===== src/rtl/alu_operand_stage_if.sv =====
// Handshake and operand bus between the upstream issue logic, the operand stage and the ALU.
// The slave view belongs to the stage; the master view belongs to whatever drives it.
interface alu_operand_stage_if #(
   parameter int WIDTH = 32
);
   logic             in_valid;
   logic             in_ready;
   logic [4:0]       in_opcode;
   logic [4:0]       in_shamt;
   logic [WIDTH-1:0] in_a;
   logic [WIDTH-1:0] in_b;
   logic             out_valid;
   logic             out_ready;
   logic [4:0]       out_opcode;
   logic [4:0]       out_shamt;
   logic [WIDTH-1:0] out_a;
   logic [WIDTH-1:0] out_b;
   logic             out_illegal;

   modport slave (
      input  in_valid, in_opcode, in_shamt, in_a, in_b, out_ready,
      output in_ready, out_valid, out_opcode, out_shamt, out_a, out_b, out_illegal
   );

   modport master (
      output in_valid, in_opcode, in_shamt, in_a, in_b, out_ready,
      input  in_ready, out_valid, out_opcode, out_shamt, out_a, out_b, out_illegal
   );
endinterface


===== src/rtl/alu_operand_stage.sv =====
// Two-entry in-order skid buffer in front of the ALU, with a registered in_ready,
// an illegal-opcode flag on the presented operation and a wrapping issue counter.
module alu_operand_stage #(
   parameter int WIDTH = 32,
   parameter int CNTW  = 16
) (
   input  logic                 clock,
   input  logic                 resetn,
   input  logic                 flush,
   alu_operand_stage_if.slave   bus,
   output logic [CNTW-1:0]      issue_count
);

   typedef enum logic [1:0] {EMPTY = 2'd0, ONE = 2'd1, FULL = 2'd2} state_t;

   typedef struct packed {
      logic [4:0]       opcode;
      logic [4:0]       shamt;
      logic [WIDTH-1:0] a;
      logic [WIDTH-1:0] b;
   } op_t;

   state_t          state_q, state_d;
   logic            in_ready_q;
   op_t             main_q, main_d;
   op_t             skid_q, skid_d;
   logic [CNTW-1:0] cnt_q, cnt_d;
   op_t             in_op;
   logic            out_valid;
   logic            in_xfer;
   logic            out_xfer;

   assign in_op = {bus.in_opcode, bus.in_shamt, bus.in_a, bus.in_b};

   // in_ready is computed from the next state so it never depends on out_ready combinationally.
   always_ff @(posedge clock or negedge resetn) begin
      if (!resetn) begin
         state_q    <= EMPTY;
         in_ready_q <= 1'b0;
      end else begin
         state_q    <= state_d;
         in_ready_q <= (state_d != FULL);
      end
   end

   always_comb begin
      state_d = state_q;
      case (state_q)
         EMPTY: if (in_xfer) state_d = ONE;
         ONE: begin
            if (in_xfer && !out_xfer)      state_d = FULL;
            else if (!in_xfer && out_xfer) state_d = EMPTY;
         end
         FULL:    if (out_xfer) state_d = ONE;
         default: state_d = EMPTY;
      endcase
      if (flush) state_d = EMPTY;
   end

   always_comb begin
      out_valid = (state_q == ONE) || (state_q == FULL);
      in_xfer   = bus.in_valid && in_ready_q;
      out_xfer  = out_valid && bus.out_ready;
   end

   // Data moves regardless of flush; flush only clears the occupancy state.
   always_comb begin
      main_d = main_q;
      skid_d = skid_q;
      case (state_q)
         EMPTY: if (in_xfer) main_d = in_op;
         ONE: begin
            if (in_xfer && out_xfer) main_d = in_op;
            else if (in_xfer)        skid_d = in_op;
         end
         FULL:    if (out_xfer) main_d = skid_q;
         default: ;
      endcase
      cnt_d = out_xfer ? cnt_q + 1'b1 : cnt_q;
   end

   always_ff @(posedge clock or negedge resetn) begin
      if (!resetn) begin
         main_q <= '0;
         skid_q <= '0;
         cnt_q  <= '0;
      end else begin
         main_q <= main_d;
         skid_q <= skid_d;
         cnt_q  <= cnt_d;
      end
   end

   assign bus.in_ready    = in_ready_q;
   assign bus.out_valid   = out_valid;
   assign bus.out_opcode  = main_q.opcode;
   assign bus.out_shamt   = main_q.shamt;
   assign bus.out_a       = main_q.a;
   assign bus.out_b       = main_q.b;
   assign bus.out_illegal = out_valid && (main_q.opcode > 5'b00101);
   assign issue_count     = cnt_q;

endmodule


===== src/flat_wrapper.sv =====
// flat-port wrapper written by rule: the top's interface ports become plain ports
module alu_operand_stage_flat 
#(
   parameter int WIDTH = 32,
   parameter int CNTW  = 16
)
  (clock, resetn, flush, issue_count, bus_in_valid, bus_in_opcode, bus_in_shamt, bus_in_a, bus_in_b, bus_out_ready, bus_in_ready, bus_out_valid, bus_out_opcode, bus_out_shamt, bus_out_a, bus_out_b, bus_out_illegal);
  alu_operand_stage_if #(.WIDTH(WIDTH)) bus_i ();
  input  logic clock;
  input  logic resetn;
  input  logic flush;
  output logic [CNTW-1:0] issue_count;
  input wire logic [$bits(bus_i.in_valid)-1:0] bus_in_valid;
  input wire logic [$bits(bus_i.in_opcode)-1:0] bus_in_opcode;
  input wire logic [$bits(bus_i.in_shamt)-1:0] bus_in_shamt;
  input wire logic [$bits(bus_i.in_a)-1:0] bus_in_a;
  input wire logic [$bits(bus_i.in_b)-1:0] bus_in_b;
  input wire logic [$bits(bus_i.out_ready)-1:0] bus_out_ready;
  output wire logic [$bits(bus_i.in_ready)-1:0] bus_in_ready;
  output wire logic [$bits(bus_i.out_valid)-1:0] bus_out_valid;
  output wire logic [$bits(bus_i.out_opcode)-1:0] bus_out_opcode;
  output wire logic [$bits(bus_i.out_shamt)-1:0] bus_out_shamt;
  output wire logic [$bits(bus_i.out_a)-1:0] bus_out_a;
  output wire logic [$bits(bus_i.out_b)-1:0] bus_out_b;
  output wire logic [$bits(bus_i.out_illegal)-1:0] bus_out_illegal;
  assign bus_i.in_valid = bus_in_valid;
  assign bus_i.in_opcode = bus_in_opcode;
  assign bus_i.in_shamt = bus_in_shamt;
  assign bus_i.in_a = bus_in_a;
  assign bus_i.in_b = bus_in_b;
  assign bus_i.out_ready = bus_out_ready;
  assign bus_in_ready = bus_i.in_ready;
  assign bus_out_valid = bus_i.out_valid;
  assign bus_out_opcode = bus_i.out_opcode;
  assign bus_out_shamt = bus_i.out_shamt;
  assign bus_out_a = bus_i.out_a;
  assign bus_out_b = bus_i.out_b;
  assign bus_out_illegal = bus_i.out_illegal;
  alu_operand_stage #(.WIDTH(WIDTH), .CNTW(CNTW)) u_core (.clock(clock), .resetn(resetn), .flush(flush), .bus(bus_i), .issue_count(issue_count));
endmodule

===== config.mk =====
export PLATFORM = sky130hd
export DESIGN_NAME = alu_operand_stage_flat
export DESIGN_NICKNAME = d
export VERILOG_FILES = /design/src/rtl/alu_operand_stage_if.sv /design/src/rtl/alu_operand_stage.sv /design/src/flat_wrapper.sv
export SDC_FILE = /design/constraint.sdc
export NUM_CORES = 1
export LEC_CHECK = 0
export CAP_MARGIN = 10
export CELL_PAD_IN_SITES_DETAIL_PLACEMENT = 1
export CELL_PAD_IN_SITES_GLOBAL_PLACEMENT = 1
export CORE_MARGIN = 3
export CORE_UTILIZATION = 42
export CTS_BUF_LIST = sky130_fd_sc_hd__clkbuf_8
export DETAILED_ROUTE_END_ITERATION = 16
export PLACE_DENSITY = 0.82
export SLEW_MARGIN = 20
export SYNTH_ARGS = -nofsm -noshare
export SYNTH_HDL_FRONTEND = slang
export SYNTH_SLANG_ARGS = --single-unit

===== constraint.sdc =====
create_clock -name clock -period 2.5 [get_ports clock]
set_input_delay 0.375 -clock clock [delete_from_list [all_inputs] [get_ports clock]]
set_output_delay 0.375 -clock clock [all_outputs]
set_load 0.01 [all_outputs]

# == After elaboration in Yosys (flattened, before gate mapping) ==
# Cells that the tools add are included.
# word_totals
regBits,167
input_bits,79
wordCells,43
# classes
addsub,1
magnitude_cmp,1
eq_ne,6
muxes,10
bitwise_logic,1
n_reduce_logical,13
# ops
operator,n
74-bit two-way mux,3
74-bit one-hot mux with 3 select lines,1
"16-bit by 1-bit adder with 16-bit output, second input constant",1
2-bit two-way mux,5
1-bit logical AND,6
2-bit one-hot mux with 3 select lines,1
"5-bit by 3-bit greater-than comparator with 1-bit output, second input constant",1
"2-bit by 1-bit != test with 1-bit output, second input constant",2
"2-bit != test, second input constant",2
4-bit AND reduction,1
3-bit AND reduction,1
3-bit nonzero test,1
"2-bit by 1-bit equality test with 1-bit output, second input constant",1
"2-bit equality test, second input constant",1
1-bit logical NOT,2
2-bit logical NOT,1
1-bit logical OR,1
1-bit NOT,1

# == Logic depth before layout (Yosys ltp) ==
# Gate-level depths: netlist of run 1.
# logic_depth
depth_word,9
ltp_mapped,8
mapped_depth_nobuf,6

# == Least setup slack after synthesis of run 1 ==
# No wires, ideal clock.
# synth_timing
kind,register to register
start,register u_core.state_q[0]
end,"register u_core.main_q, in the netlist u_core.bus.out_a[0]"
t_arrival_ns,1.880
required_time_ns,2.375
setup_slack_ns,0.496
stages_incl_launch_ff,9
n_path_buf,2
period_less_slack_ns,2.004
cell_sequence,dfrtp_1 -> inv_1 -> ha_1 -> nand2_2 -> nor2_1 -> o21ai_1 -> buf_2 -> buf_4 -> mux2_2
# synth_between
elab_chain_len,6
elab_cells_between_ends,12
cone_classes,5 x eq/ne; 1 x mux; 6 x reduce/logical
# synth_lines
element,line,source
from (decl),alu_operand_stage.sv:23,"state_t state_q, state_d;"
from (signal assigned),alu_operand_stage.sv:41,state_q <= state_d;
2-bit by 1-bit equality test with 1-bit output / 2-bit equality test (equally long branches),alu_operand_stage.sv:61,out_valid = (state_q == ONE) || (state_q == FULL);
1-bit logical OR (*),alu_operand_stage.sv:61,
net bus_out_valid,flat_wrapper.sv:20,output wire logic [$bits(bus_i.out_valid)-1:0] bus_out_valid;
1-bit logical AND (*),alu_operand_stage.sv:63,out_xfer = out_valid && bus.out_ready;
1-bit logical AND,alu_operand_stage.sv:73,if (in_xfer && out_xfer) main_d = in_op;
2-bit != test (no source line),n/a,
4-bit AND reduction (no source line) (*),n/a,
to (signal assigned),alu_operand_stage.sv:88,main_q <= main_d;
to (decl),alu_operand_stage.sv:25,"op_t main_q, main_d;"
# Mark *: on every way through the listed nets, which the timed path passes. The rest lies on a longest branch.
# A chain may end at the register's enable or synchronous reset.

# == Worst setup path in the final report of run 1 ==
# layout_timing
start,register u_core.state_q[0]
end,output bus_out_illegal
# layout_between
elab_chain_len,3
elab_cells_between_ends,4
cone_classes,2 x eq/ne; 2 x reduce/logical
# layout_lines
element,line,source
2-bit by 1-bit equality test with 1-bit output / 2-bit equality test (equally long branches),alu_operand_stage.sv:61,
1-bit logical OR (*),alu_operand_stage.sv:61,
1-bit logical AND (*),alu_operand_stage.sv:100,assign bus.out_illegal = out_valid && (main_q.opcode > 5'b00101);
to (decl),flat_wrapper.sv:25,output wire logic [$bits(bus_i.out_illegal)-1:0] bus_out_illegal;
# Every way passes the cells marked *; elsewhere a longest branch is shown, timed or not.

==> flow_summary.toml, run 1 <==
[status]
status = "completed"

[clock_tree]
cts_root_buf = "clkbuf_8"
path_clk_slew_ns = 0.09
cts_tree = "built"
clockBufferDepth = 2
numCtsBuffers = 17
clk_latency_ns = 0.45
htreeDepth = 4
clock_sinks = 167

[global_routing]
grt_pass1_vias = 5260
grt_pass1_wl_microns = 28480
grt_overflow = 0
antenna_found_initial = 0
grt_max_degree = 59
grt_usage_pct = 18.49

[timing]
maxSlewViolCount = 0
slew_headroom_pct = 61.22
fin_crit_sh_pct = 95.64
fmax_mhz = 418.2
min_period_ns = 2.391
hold_viol = 0
fin_skew_ns = 0.01216
timing.hold.ws_ns = 0.4606
finalSetupViolations = 0
tightest_slew_ns = 0.5817

[pwr]
power_density_nw_per_um2 = 977.5
p_seq_share_pct = 46.6
p_switching_mw = 2.830
leakage_nw = 4.046
vdd_drop_max_v = 0.0005371
power_mw = 9.553
p_sw_share_pct = 29.63
power.share.clock_pct = 18.7
pwr-share-comb_pct = 34.7
p_int_mw = 6.723

[floorplan]
die_w_microns = 138.2
rows = 47
initial_core_util_pct = 43.61
core_sq_um = 16820
die_height_microns = 138.2
die_area_sq_um = 19090
io_pins = 172

[critical_path]
crit_required_ns = 2.12
reg2reg_to = "u_core.bus.out_a[29]"
path_cells = "inv_1, ha_4, nor2b_1, clkdlybuf4s50_1"
path_class = "reg2out"
cp.arrival_ns = 2.02
end_kind = "output pin"
crit_slowest_cell = "clkdlybuf4s50_1"
reg2reg_depth = 6
regToRegStartpoint = "u_core.state_q[0]"
cp_max_fo = 5
critPathMaxStageDelay_ns = 0.55
r2r_slack_ns = 0.31
cp-start-kind = "register"

[synthesis]
async_flop_share_pct = 100.0
synth_top_area_share_pct = 56.98
synthTopCellsByCount = "mux2_2 (222), dfrtp_1 (167), buf_2 (14), nand2_1 (14), xnor2_1 (9)"
synth_area_leader_cell = "dfrtp_1"
syn_area_sq_um = 7335
synthCells = 493
synth-warning-count = 0
synthTopCellsByArea = "dfrtp_1 (57%), mux2_2 (34%), xnor2_1 (1.1%), buf_2 (0.96%), ha_1 (0.85%)"
synth.distinct_cells = 30
yosysMostFrequentCell = "mux2_2"
ys_ff_latch = 167
seq_area_frac_synth_pct = 56.98
synth-edff-count = 0
syn-num-nets = 577
syn_area_per_cell_sq_um = 14.88
ys.flop_type = "dfrtp_1"

[flow_run]
drv_cap = 0

[final_layout]
instances_no_fill = 904
syn2layout_area_growth_pct = 33.25
nets = 755
diodes = 0
final_core_util_pct = 58.11
final_layout_size_suffix_gt1_share_pct = 40.50
final_cell_area_sq_um = 9773
fillCellCount = 1628

[route]
wl_per_cell_microns = 19.10
remaining_drc_errors = 0
dr.first_iter.drc_count = 162
first_pass_iters = 4
ant_nets = 0
wl_microns = 17270
via_per_inst = 5.108
vias = 4618

[placement]
hpwlAfterDp_microns = 12350
dp.cells = 870
io_buffers = 171
place_area_sq_um = 9383
place_congestion = 0.8102

[min_path]
hold_class = "in2async"
layout by cell type, fill, tap and decap left out, types with 2 or more instances in the layout:
master / n
buf_12: 7
nand4_1: 2
nor3_1: 5
ha_1: 3
a21boi_0: 2
xor2_1: 7
nand2_1: 14
dfrtp_1: 166
xnor2_1: 9
ha_4: 2
mux2_2: 222
nand3_1: 3
a21oi_1: 2
clkbuf_8: 18
clkdlybuf4s50_1: 170
clkinv_2: 7
buf_4: 6
inv_1: 9
clkinv_4: 4
nor2_1: 7
worst max-delay path by stage:
| stage | slack, ns | endpoint | start | cells past startpoint |
|---|---|---|---|---|
| 2_1_floorplan | 0.50 | u_core.bus.out_a[0] | u_core.state_q[0] | 8 |
| 3_3_place_gp | 0.38 | u_core.bus.out_b[21] | bus_in_valid | 6 |
| 3_5_place_dp | 0.29 | u_core.bus.out_a[11] | u_core.state_q[0] | 7 |
| 4_1_cts | 0.02 | bus_out_illegal | u_core.state_q[0] | 4 |
| 5_1_grt | -0.001 | bus_out_illegal | u_core.state_q[0] | 4 |
| 6_report | 0.11 | bus_out_illegal | u_core.state_q[0] | 4 |
worst max-delay path: cells and delay by family, from the launching register on:
kind / cells / cell delay (ns)
adder cells (fa/ha/maj): 1 / 0.32
AND/OR/NAND/NOR: 1 / 0.15
flip-flops: 1 / 0.40
buffers and inverters: 2 / 0.69
sequential cells by signal, indices dropped and copies added, names as in the netlist:
signal                 cells
u_core.bus.in_ready        1
u_core.bus.out_a          32
u_core.bus.out_b          32
u_core.bus.out_opcode      5
u_core.bus.out_shamt       5
u_core.issue_count        16
u_core.skid_q             74
u_core.state_q             2
area by class of cell:
class | instances | area, sq um | share of cell area (%)
Sequential cell | 167 | 4180 | 42.77
Multi-Input combinational cell | 292 | 3020 | 30.91
Timing Repair Buffer | 185 | 1908 | 19.52
Tap cell | 220 | 275.3 | 2.817
Clock buffer | 18 | 247.7 | 2.535
Clock inverter | 14 | 111.4 | 1.139
Inverter | 8 | 30.03 | 0.3073
repair_timing:
item,4_1_cts,5_1_grt
hold buffers,1,0
buffers inserted,0,1
endpoints found under the hold margin,53,0
pin swaps,0,0
setup endpoints to repair,1,1
gates resized for setup,2,0
power by group through the flow:
stage	Combinational [mW]	Sequential (mW)	Clock, mW
4_1_cts	3.38	4.46	1.84
2_1_floorplan	1.54	4.52	0
5_1_grt	3.56	4.60	1.97
3_5_place_dp	3.35	4.50	0
3_3_place_gp	3.22	4.42	0
6_report	3.32	4.45	1.78
cell families after synthesis:
kind of cell | after synthesis | synth area share (%)
AND/OR/NAND/NOR | 39 | 2.883
multiplexers | 222 | 34.08
buffers and inverters | 34 | 2.337
adder cells (fa/ha/maj) | 6 | 0.9894
AO/OA/AOI/OAI | 9 | 0.8189
flip-flops | 167 | 56.98
XOR/XNOR | 16 | 1.911
per-stage QoR:
stage | setup WS [ns] | setup TNS [ns]
after global placement | 0.3820 | 0
after detailed placement | 0.2889 | 0
final | 0.1089 | 0
after floorplan | 0.4956 | 0
after global routing | -0.001332 | -0.001332
after CTS | 0.02118 | 0
routing by layer:
metal | share of wire, % | up-vias | wire length, microns | track usage [%]
met5 | 0 | - | 0 | 0
met4 | 1.3 | 0 | 221 | 5.460
met3 | 3.2 | 16 | 558 | 4.247
met2 | 53 | 98 | 9087 | 32.19
met1 | 43 | 2403 | 7402 | 23.11
li1 | - | 2101 | - | -
No activity file was read; power rests on OpenSTA's default activity.
==> run 2: changes to the inputs <==
- GPL_ROUTABILITY_DRIVEN: not set -> 0
==> results of run 2 <==
Same layout as run 1: the final DEF is identical, and so are final timing and power.
==> run 3: changes to the inputs <==
- GPL_ROUTABILITY_DRIVEN: 0 -> not set
- MAX_ROUTING_LAYER: not set -> met4
==> run 3 against run 2 <==
Net effect: power about the same; clock power barely moved; final area stayed put.
==> flow_summary.toml, run 3 (synthesis gave the netlist of run 1 again) <==
[timing]
tightest_slew_ns = 0.5864
fin_skew_ns = 0.01222
finalSetupViolations = 0
timing.hold.ws_ns = 0.4638
fin_crit_sh_pct = 95.73
maxSlewViolCount = 0
fmax_mhz = 417.9
min_period_ns = 2.393
slew_headroom_pct = 60.91
hold_viol = 0

[clock_tree]
clockBufferDepth = 2
htreeDepth = 4
path_clk_slew_ns = 0.09
cts_root_buf = "clkbuf_8"
numCtsBuffers = 17
cts_tree = "built"
clock_sinks = 167
clk_latency_ns = 0.45

[final_layout]
diodes = 0
instances_no_fill = 904
syn2layout_area_growth_pct = 33.25
final_layout_size_suffix_gt1_share_pct = 40.50
seq_area_sq_um = 4180
final_core_util_pct = 58.11
nets = 755
fillCellCount = 1628
multiInputGateArea_sq_um = 3020
final_cell_area_sq_um = 9773
final_cell_mix = "mux2_2 (222), clkdlybuf4s50_1 (170), dfrtp_1 (166)"
largest_register_ffs = 74
mostFrequentLayoutCell = "mux2_2"
max_flop_register = "u_core.skid_q"

[placement]
place_congestion = 0.8233
place_area_sq_um = 9383
hpwlAfterDp_microns = 12350
io_buffers = 171
dp.cells = 870

[pwr]
vdd_drop_max_v = 0.0005371
p_sw_share_pct = 29.64
power_density_nw_per_um2 = 977.8
p_seq_share_pct = 46.6
p_int_mw = 6.723
leakage_nw = 4.046
power.share.clock_pct = 18.7
pwr-share-comb_pct = 34.7
power_mw = 9.556
p_switching_mw = 2.833

[flow_run]
drv_cap = 0

[critical_path]
end_kind = "output pin"
crit_required_ns = 2.12
path_class = "reg2out"
cp_max_fo = 5
cp-start-kind = "register"
cp.arrival_ns = 2.02

[global_routing]
grt_pass1_vias = 5253
grt_usage_pct = 19.07
grt_max_degree = 59
antenna_found_initial = 0
grt_overflow = 0
grt_pass1_wl_microns = 28480

[route]
via_per_inst = 5.092
ant_nets = 0
first_pass_iters = 4
dr.first_iter.drc_count = 158
vias = 4603
wl_microns = 17300
wl_per_cell_microns = 19.14
remaining_drc_errors = 0

[floorplan]
rows = 47
core_sq_um = 16820
initial_core_util_pct = 43.61
io_pins = 172
die_height_microns = 138.2
die_area_sq_um = 19090
die_w_microns = 138.2

[min_path]
hold_class = "in2async"

[status]
status = "completed"
[run 3: cell type report]
type	count	area share [%]
Tap cell	220	2.817
Clock buffer	18	2.535
Timing Repair Buffer	185	19.52
Sequential cell	167	42.77
Clock inverter	14	1.139
Inverter	8	0.3073
Multi-Input combinational cell	292	30.91
[run 3: critical path, stage by stage (launching register included)]
cell and delay [ns]:
dfrtp_1 0.40, inv_1 0.14, ha_4 0.32, nor2b_1 0.15, clkdlybuf4s50_1 0.55
[run 3: power by group through the flow]
stage / Clock (mW) / Combinational, mW / Sequential [mW]
3_5_place_dp: 0 / 3.35 / 4.50
4_1_cts: 1.84 / 3.38 / 4.46
6_report: 1.78 / 3.32 / 4.45
5_1_grt: 1.97 / 3.56 / 4.60
2_1_floorplan: 0 / 1.54 / 4.52
3_3_place_gp: 0 / 3.22 / 4.42
[run 3: stage by stage]
step | setup WS [ns] | setup TNS, ns
after floorplan | 0.4956 | 0
after global routing | -0.0005436 | -0.0005436
final | 0.1068 | 0
after global placement | 0.3820 | 0
after CTS | 0.02118 | 0
after detailed placement | 0.2889 | 0
[run 3: final timing paths]
path	to	slack, ns	from	cells after the start
setup / recovery	bus_out_illegal	0.11	u_core.state_q[0]	4
hold / removal	u_core.bus.out_b[2]	0.46	resetn	2
setup reg to reg	u_core.bus.out_a[29]	0.31	u_core.state_q[0]	6
hold reg to reg	u_core.issue_count[15]	0.50	u_core.issue_count[15]	1
max in group asynchronous	u_core.bus.out_b[16]	1.28	resetn	3
min in group clock	u_core.issue_count[15]	0.50	u_core.issue_count[15]	1
[run 3: what timing repair did]
item	CTS	global route
setup endpoints to repair	1	1
setup buffers	0	1
hold buffers	1	0
hold endpoints to repair	53	0
gates resized for setup	2	0
[run 3: layer usage]
layer | vias up | share of wire (%) | GRT usage (%)
met3 | 16 | 2.7 | 3.626
met5 | - | 0 | -
met2 | 98 | 53 | 32.32
met4 | 0 | 1.2 | 5.616
met1 | 2388 | 43 | 23.38
li1 | 2101 | - | -
